$ cat config.mk
export PLATFORM = sky130hd
export DESIGN_NAME = feinv_seq
export DESIGN_NICKNAME = d
export VERILOG_FILES = /design/src/rtl/feinv_seq.sv
export SDC_FILE = /design/constraint.sdc
export NUM_CORES = 2
export LEC_CHECK = 0
export CAP_MARGIN = 10
export CORE_AREA = 4 4 502 504
export CTS_CLUSTER_SIZE = 24
export DETAILED_ROUTE_END_ITERATION = 8
export DIE_AREA = 0 0 506 508
export HOLD_SLACK_MARGIN = 0.15
export MAX_ROUTING_LAYER = met4
export PLACE_DENSITY = 0.33
export REMOVE_ABC_BUFFERS = 1
export SYNTH_ARGS = -nofsm -noshare
export SYNTH_HDL_FRONTEND = slang
export SYNTH_SLANG_ARGS = --single-unit
$ cat constraint.sdc
create_clock -name clock -period 39.7 [get_ports clock]
set_input_delay 7.94 -clock clock [delete_from_list [all_inputs] [get_ports clock]]
set_output_delay 7.94 -clock clock [all_outputs]
set_load 0.005 [all_outputs]
$ cat src/rtl/feinv_seq.sv
// Field inverse a^(p-2) mod p, p = 2^255-19, by left-to-right square-and-multiply.
// All arithmetic is delegated to an external femul over a start/done handshake.
module feinv_seq (
  input  logic         clock,
  input  logic         reset,
  input  logic         start,
  input  logic [254:0] a,
  output logic         busy,
  output logic         done,
  output logic [254:0] out,
  output logic         mul_start,
  output logic [254:0] mul_a,
  output logic [254:0] mul_b,
  input  logic         mul_done,
  input  logic [254:0] mul_out
);

  typedef enum logic [2:0] {IDLE, SQ_ISSUE, SQ_WAIT, MU_ISSUE, MU_WAIT, FIN} state_t;

  state_t       state_q, state_d;
  logic [254:0] base_q, base_d;
  logic [254:0] acc_q, acc_d;
  logic [254:0] out_q, out_d;
  logic [7:0]   idx_q, idx_d;
  logic         busy_q, busy_d;
  logic         mdone_q;
  logic         mul_rise;
  logic         last_bit;
  state_t       step_state;
  logic [7:0]   step_idx;

  // Exponent p-2 = 2^255-21: ones from bit 5 up, low bits 0_1011.
  function automatic logic e_bit(input logic [7:0] i);
    if (i >= 8'd5) return 1'b1;
    case (i)
      8'd3, 8'd1, 8'd0: return 1'b1;
      default:          return 1'b0;
    endcase
  endfunction

  assign mul_rise   = mul_done & ~mdone_q;
  assign last_bit   = (idx_q == 8'd0);
  assign step_state = last_bit ? FIN : SQ_ISSUE;
  assign step_idx   = last_bit ? idx_q : idx_q - 8'd1;
  assign busy       = busy_q;

  always_ff @(posedge clock or posedge reset) begin
    if (reset) begin
      state_q <= IDLE;
      base_q  <= '0;
      acc_q   <= '0;
      out_q   <= '0;
      idx_q   <= 8'd253;
      busy_q  <= 1'b0;
      mdone_q <= 1'b0;
    end else begin
      state_q <= state_d;
      base_q  <= base_d;
      acc_q   <= acc_d;
      out_q   <= out_d;
      idx_q   <= idx_d;
      busy_q  <= busy_d;
      mdone_q <= mul_done;
    end
  end

  always_comb begin
    state_d   = state_q;
    base_d    = base_q;
    acc_d     = acc_q;
    out_d     = out_q;
    idx_d     = idx_q;
    busy_d    = busy_q;
    mul_start = 1'b0;
    mul_a     = '0;
    mul_b     = '0;
    done      = 1'b0;
    out       = out_q;
    case (state_q)
      IDLE: begin
        // Loading acc with a accounts for the top exponent bit.
        if (start) begin
          base_d  = a;
          acc_d   = a;
          idx_d   = 8'd253;
          busy_d  = 1'b1;
          state_d = SQ_ISSUE;
        end
      end
      SQ_ISSUE: begin
        mul_a     = acc_q;
        mul_b     = acc_q;
        mul_start = 1'b1;
        state_d   = SQ_WAIT;
      end
      SQ_WAIT: begin
        mul_a = acc_q;
        mul_b = acc_q;
        if (mul_rise) begin
          acc_d = mul_out;
          if (e_bit(idx_q)) begin
            state_d = MU_ISSUE;
          end else begin
            state_d = step_state;
            idx_d   = step_idx;
          end
        end
      end
      MU_ISSUE: begin
        mul_a     = acc_q;
        mul_b     = base_q;
        mul_start = 1'b1;
        state_d   = MU_WAIT;
      end
      MU_WAIT: begin
        mul_a = acc_q;
        mul_b = base_q;
        if (mul_rise) begin
          acc_d   = mul_out;
          state_d = step_state;
          idx_d   = step_idx;
        end
      end
      FIN: begin
        // Result is presented combinationally so it is valid with done.
        done    = 1'b1;
        out     = acc_q;
        out_d   = acc_q;
        busy_d  = 1'b0;
        state_d = IDLE;
      end
      default: state_d = IDLE;
    endcase
  end

endmodule

### Word level (Yosys, flattened, before mapping)

Cells that the tools add are included.

* multiplexer cells: 30
* bitwise gates (word level): 2
* add/sub/neg operators: 1
* magnitude comparators: 1
* reduce and logical (&&, ||, !) cells: 16
* equality and inequality tests: 12

Operator list (number)
* $mux 255: 4
* $pmux 255 s2: 2
* $mux 8: 5
* $pmux 8 s3: 1
* $mux 3: 5
* $pmux 3 s5: 1
* $mux 1: 11
* $eq 8x1->1 const B: 1
* $eq 8x2->1 const B: 1
* $ge 8x3->1 const B: 1
* $logic_not 8->1: 1
* $ne 2x2->1 const B: 4
* $reduce_or 2->1: 4
* $sub 8x1->8 const B: 1
* $eq 3x2->1 const B: 2
* $eq 3x3->1 const B: 2
* $reduce_and 3->1: 2
* $reduce_and 5->1: 1
* $reduce_and 2->1: 2
* $reduce_bool 2->1: 2
* $reduce_or 4->1: 1
* $eq 3x1->1 const B: 1
* $logic_not 3->1: 1
* $reduce_bool 3->1: 1
* other kinds (5): 5

* register bits after elaboration: 778
* bits of input ports: 514
* output and inout port bits: 768
* word-level logic and storage cells: 69

### Depth between registers and ports, before layout

* word-level depth: 10
* depth in mapped cells: 9

### Worst setup path after synthesis

OpenSTA, ideal clock, no wires.

* path kind: flip-flop to output port
* start point: register state_q[1]
* end point: output port out[205]
* stages on the path, launching flop included: 10
* required time: 31.760 ns
* arrival: 1.737 ns
* path slack: 30.023 ns
* buffers on the path: 4
* cells stage by stage: dfrtp_1 buf_2 nand2b_1 or2_2 clkbuf_1 inv_1 clkbuf_1 buf_2 nand2_1 nand2_1

* word-level cells in the longest chain between the ends: 2

Ends and longest elaborated chain
* from (decl): line 20 `state_t state_q, state_d;`
* from (signal assigned): line 57 `state_q <= state_d;`
* $eq 3x3->1: line 79 `case (state_q)`
* $mux 255: line 79
* to (decl): line 10 `output logic [254:0] out,`

No other way between the ends.

### Final worst setup path

* start point: register state_q[2]
* end point: output port out[32]

The elaborated chain is that of the path after synthesis.

==> flow_summary.json <==
{
  "outcome": "completed",
  "synth_cell_types": 40,
  "finalNetCount": 5372,
  "clock-sinks": 778,
  "die_area_mm2": 0.257,
  "cts_buffer_depth": 3,
  "p_switching_w": 0.00254,
  "fin_area_mm2": 0.0553,
  "ir_worst_vdd_mv": 0.0550,
  "syn-cell-area_mm2": 0.0352,
  "area_growth_pct": 56.8,
  "rsz0062_at_grt": "false",
  "clock-root-buffer": "clkbuf_16",
  "cts_tree": "built",
  "finalWorstSetupSlack_ns": 26.49,
  "cp.arrival_ns": 5.27,
  "design.core.area_mm2": 0.248,
  "antenna_found_initial": 59,
  "synth_edf_count": 0,
  "grt_pass1_wl_mm": 292,
  "start_util_pct": 14.2,
  "post-cts-setup-buffer-count": 0,
  "cts.clk_slew.worst_paths_ns": 0.06,
  "die_height_um": 508,
  "die_w_um": 506,
  "overflow": 0,
  "cts_hold_buf": 0,
  "skew_ns": 0.0448,
  "drt_iter0_markers": 2030,
  "first_pass_iters": 6,
  "ys_seq_area_share_pct": 55.3,
  "p_comb_share_pct": 58.0,
  "yosys-top-cells-area": "dfrtp_1, nand2_1, mux2_2, a22o_1, a31oi_1",
  "seqCellArea_mm2": 0.0195,
  "via_per_inst": 3.89,
  "holdWs_ns": 0.469,
  "avgSynthCellArea_um2": 9.53,
  "synthCells": 3697,
  "wl_per_cell_um": 25.6,
  "async_flop_share_pct": 100,
  "fmax_mhz": 75.7,
  "grt_util_all_layers_pct": 16.3,
  "sw_frac_of_total_pct": 41.8,
  "dp_hpwl_mm": 156,
  "synthDominantCellAreaShare_pct": 54.7,
  "cap_violations": 0,
  "setup_viol": 0,
  "antenna_left": 0,
  "hold_viol": 0,
  "sequentialPowerShare_pct": 25.6,
  "final_layout_size_suffix_gt1_share_pct": 10.1,
  "power.density_mw_per_mm2": 110,
  "ios": 1282,
  "max_slew.worst_pin.slew_ns": 1.27,
  "internal_power_w": 0.00353,
  "critPathMaxFanout": 105,
  "drc": 0,
  "grt_max_degree": 126,
  "final.period_utilization_pct": 33.3,
  "synth_top_area_cell": "dfrtp_1",
  "fp-row-count": 183,
  "setup-tns-final_ns": 0,
  "cts_resized": 0,
  "vias": 32400,
  "placed_area_mm2": 0.0516,
  "gp_routability_congestion": 0.836,
  "multi_input_area_mm2": 0.0146,
  "critPathRequiredTime_ns": 31.76,
  "hp-class": "reg -> reg",
  "power.share.clock_pct": 16.4,
  "preCtsSetupSlack_ns": 26.57,
  "wl_mm": 213,
  "portBuffers": 1281,
  "first_global_vias": 33400,
  "drv_slew": 0,
  "clk-insertion-delay-late_ns": 0.76,
  "ys.flop_type": "dfrtp_1",
  "critical_path_class": "reg -> out",
  "p_leak_nw": 22.8,
  "cp-start-kind": "register",
  "cp-end-kind": "output port",
  "ys_ff_latch": 778,
  "cts_made_buffers": 106,
  "slew-limit-headroom_pct": 15.6,
  "min_period_ns": 13.21,
  "h-tree-depth": 3,
  "num-fill-cells": 27200,
  "ys_warn_count": 0
}
final cells by class:
class	instances	share of cell area, %
Clock buffer	168	5.78
Tap cell	3330	7.54
Sequential cell	778	35.2
Multi-Input combinational cell	2624	26.4
Timing Repair Buffer	1338	24.1
Antenna cell	55	0.249
Inverter	6	0.0679
Clock inverter	26	0.645
Yosys cell counts (2+ instances only):
master / number
nand2_1: 1283
dfrtp_1: 771
nor2_1: 267
a31oi_1: 259
a22o_1: 256
and2_1: 255
mux2_2: 255
clkbuf_1: 177
buf_2: 88
buf_1: 23
dfstp_2: 7
inv_1: 6
a21oi_1: 4
ha_1: 4
nand2b_1: 3
nand4_1: 3
nor2b_1: 3
nor3_1: 3
o21ai_0: 3
a311oi_1: 2
nor4bb_1: 2
o311ai_0: 2
or2_2: 2
or3b_1: 2
xnor2_1: 2
logic make-up after synthesis:
kind of cell             synth area share, %
buffers and inverters                   3.48
multiplexers                            8.15
AO/OA/AOI/OAI                           11.3
flip-flops                              55.3
AND/OR/NAND/NOR                         21.6
XOR/XNOR                              0.0497
adder cells (fa/ha/maj)                0.142
state kept, by name (all words and copies together) (netlist names):
signal   count
acc_q      255
base_q     255
mdone_q      1
busy         1
state_q      3
out_q      255
idx_q        8
cells in the final DEF (no fill, tap or decap), types with 2 or more instances in the layout:
master,Yosys,final
ha_1,4,4
a22o_1,256,256
nand2_1,1283,1283
buf_4,0,52
bufinv_16,0,5
a31oi_1,259,259
clkbuf_1,177,32
nor4bb_1,2,2
clkbuf_16,0,107
clkinv_16,0,3
mux2_2,255,255
dfstp_2,7,7
buf_12,0,5
clkdlybuf4s50_1,0,1281
or3b_1,2,2
nor2b_1,3,3
or2_4,0,2
o21ai_0,3,2
dfrtp_1,771,771
nor3_1,3,3
nand4_1,3,3
nor2_1,267,266
clkinv_2,0,14
nand2b_1,3,3
a21oi_1,4,3
inv_6,0,2
o311ai_0,2,2
and2_1,255,255
inv_1,6,4
diode_2,0,55
inv_8,0,2
clkbuf_8,0,29
a311oi_1,2,2
power by group through the flow:
stage | sequential, W | clock, W | combinational (W)
2_1_floorplan | 0.00140 | 0 | 0.00180
3_3_place_gp | 0.00158 | 0 | 0.00361
3_5_place_dp | 0.00158 | 0 | 0.00359
4_1_cts | 0.00157 | 0.00104 | 0.00362
5_1_grt | 0.00161 | 0.00106 | 0.00380
6_report | 0.00155 | 0.000993 | 0.00352
worst max-delay path, cell delays in order (launching register included):
cell,delay (ns)
dfrtp_1,0.65
nand2b_1,0.19
or2_4,0.49
inv_8,0.68
buf_4,0.61
buf_4,0.78
nand2_1,0.16
nand2_1,0.12
clkdlybuf4s50_1,0.53
per-stage QoR:
step,util [%],total power [W],cells
after CTS,22.3,0.00622,8270
final,22.3,0.00607,8325
after floorplan,-,0.00320,3408
after global routing,22.3,0.00647,8318
after global placement,20.8,0.00519,8076
after detailed placement,20.8,0.00517,8076
path summary, 6_finish.rpt:
path	startpoint	to	slack, ns	depth (start not counted)
max in group asynchronous	reset	out_q[185]$_DFF_PP0_	27.60	7
min in group asynchronous	reset	out_q[32]$_DFF_PP0_	7.75	2
min	out_q[70]$_DFF_PP0_	out_q[70]$_DFF_PP0_	0.47	2
max	state_q[2]$_DFFE_PP0P_	out[32]	26.49	8
max reg2reg	state_q[2]$_DFFE_PP0P_	acc_q[131]$_DFFE_PP0P_	34.76	8
min reg2reg	out_q[70]$_DFF_PP0_	out_q[70]$_DFF_PP0_	0.47	2
per-layer routing:
| layer | track usage (%) | wire (um) |
|---|---|---|
| met5 | - | 0 |
| met4 | 3.12 | 3410 |
| met3 | 5.88 | 18600 |
| met2 | 26.0 | 99200 |
| met1 | 20.1 | 91600 |
Note: power is estimated with default switching activity, not from simulation.
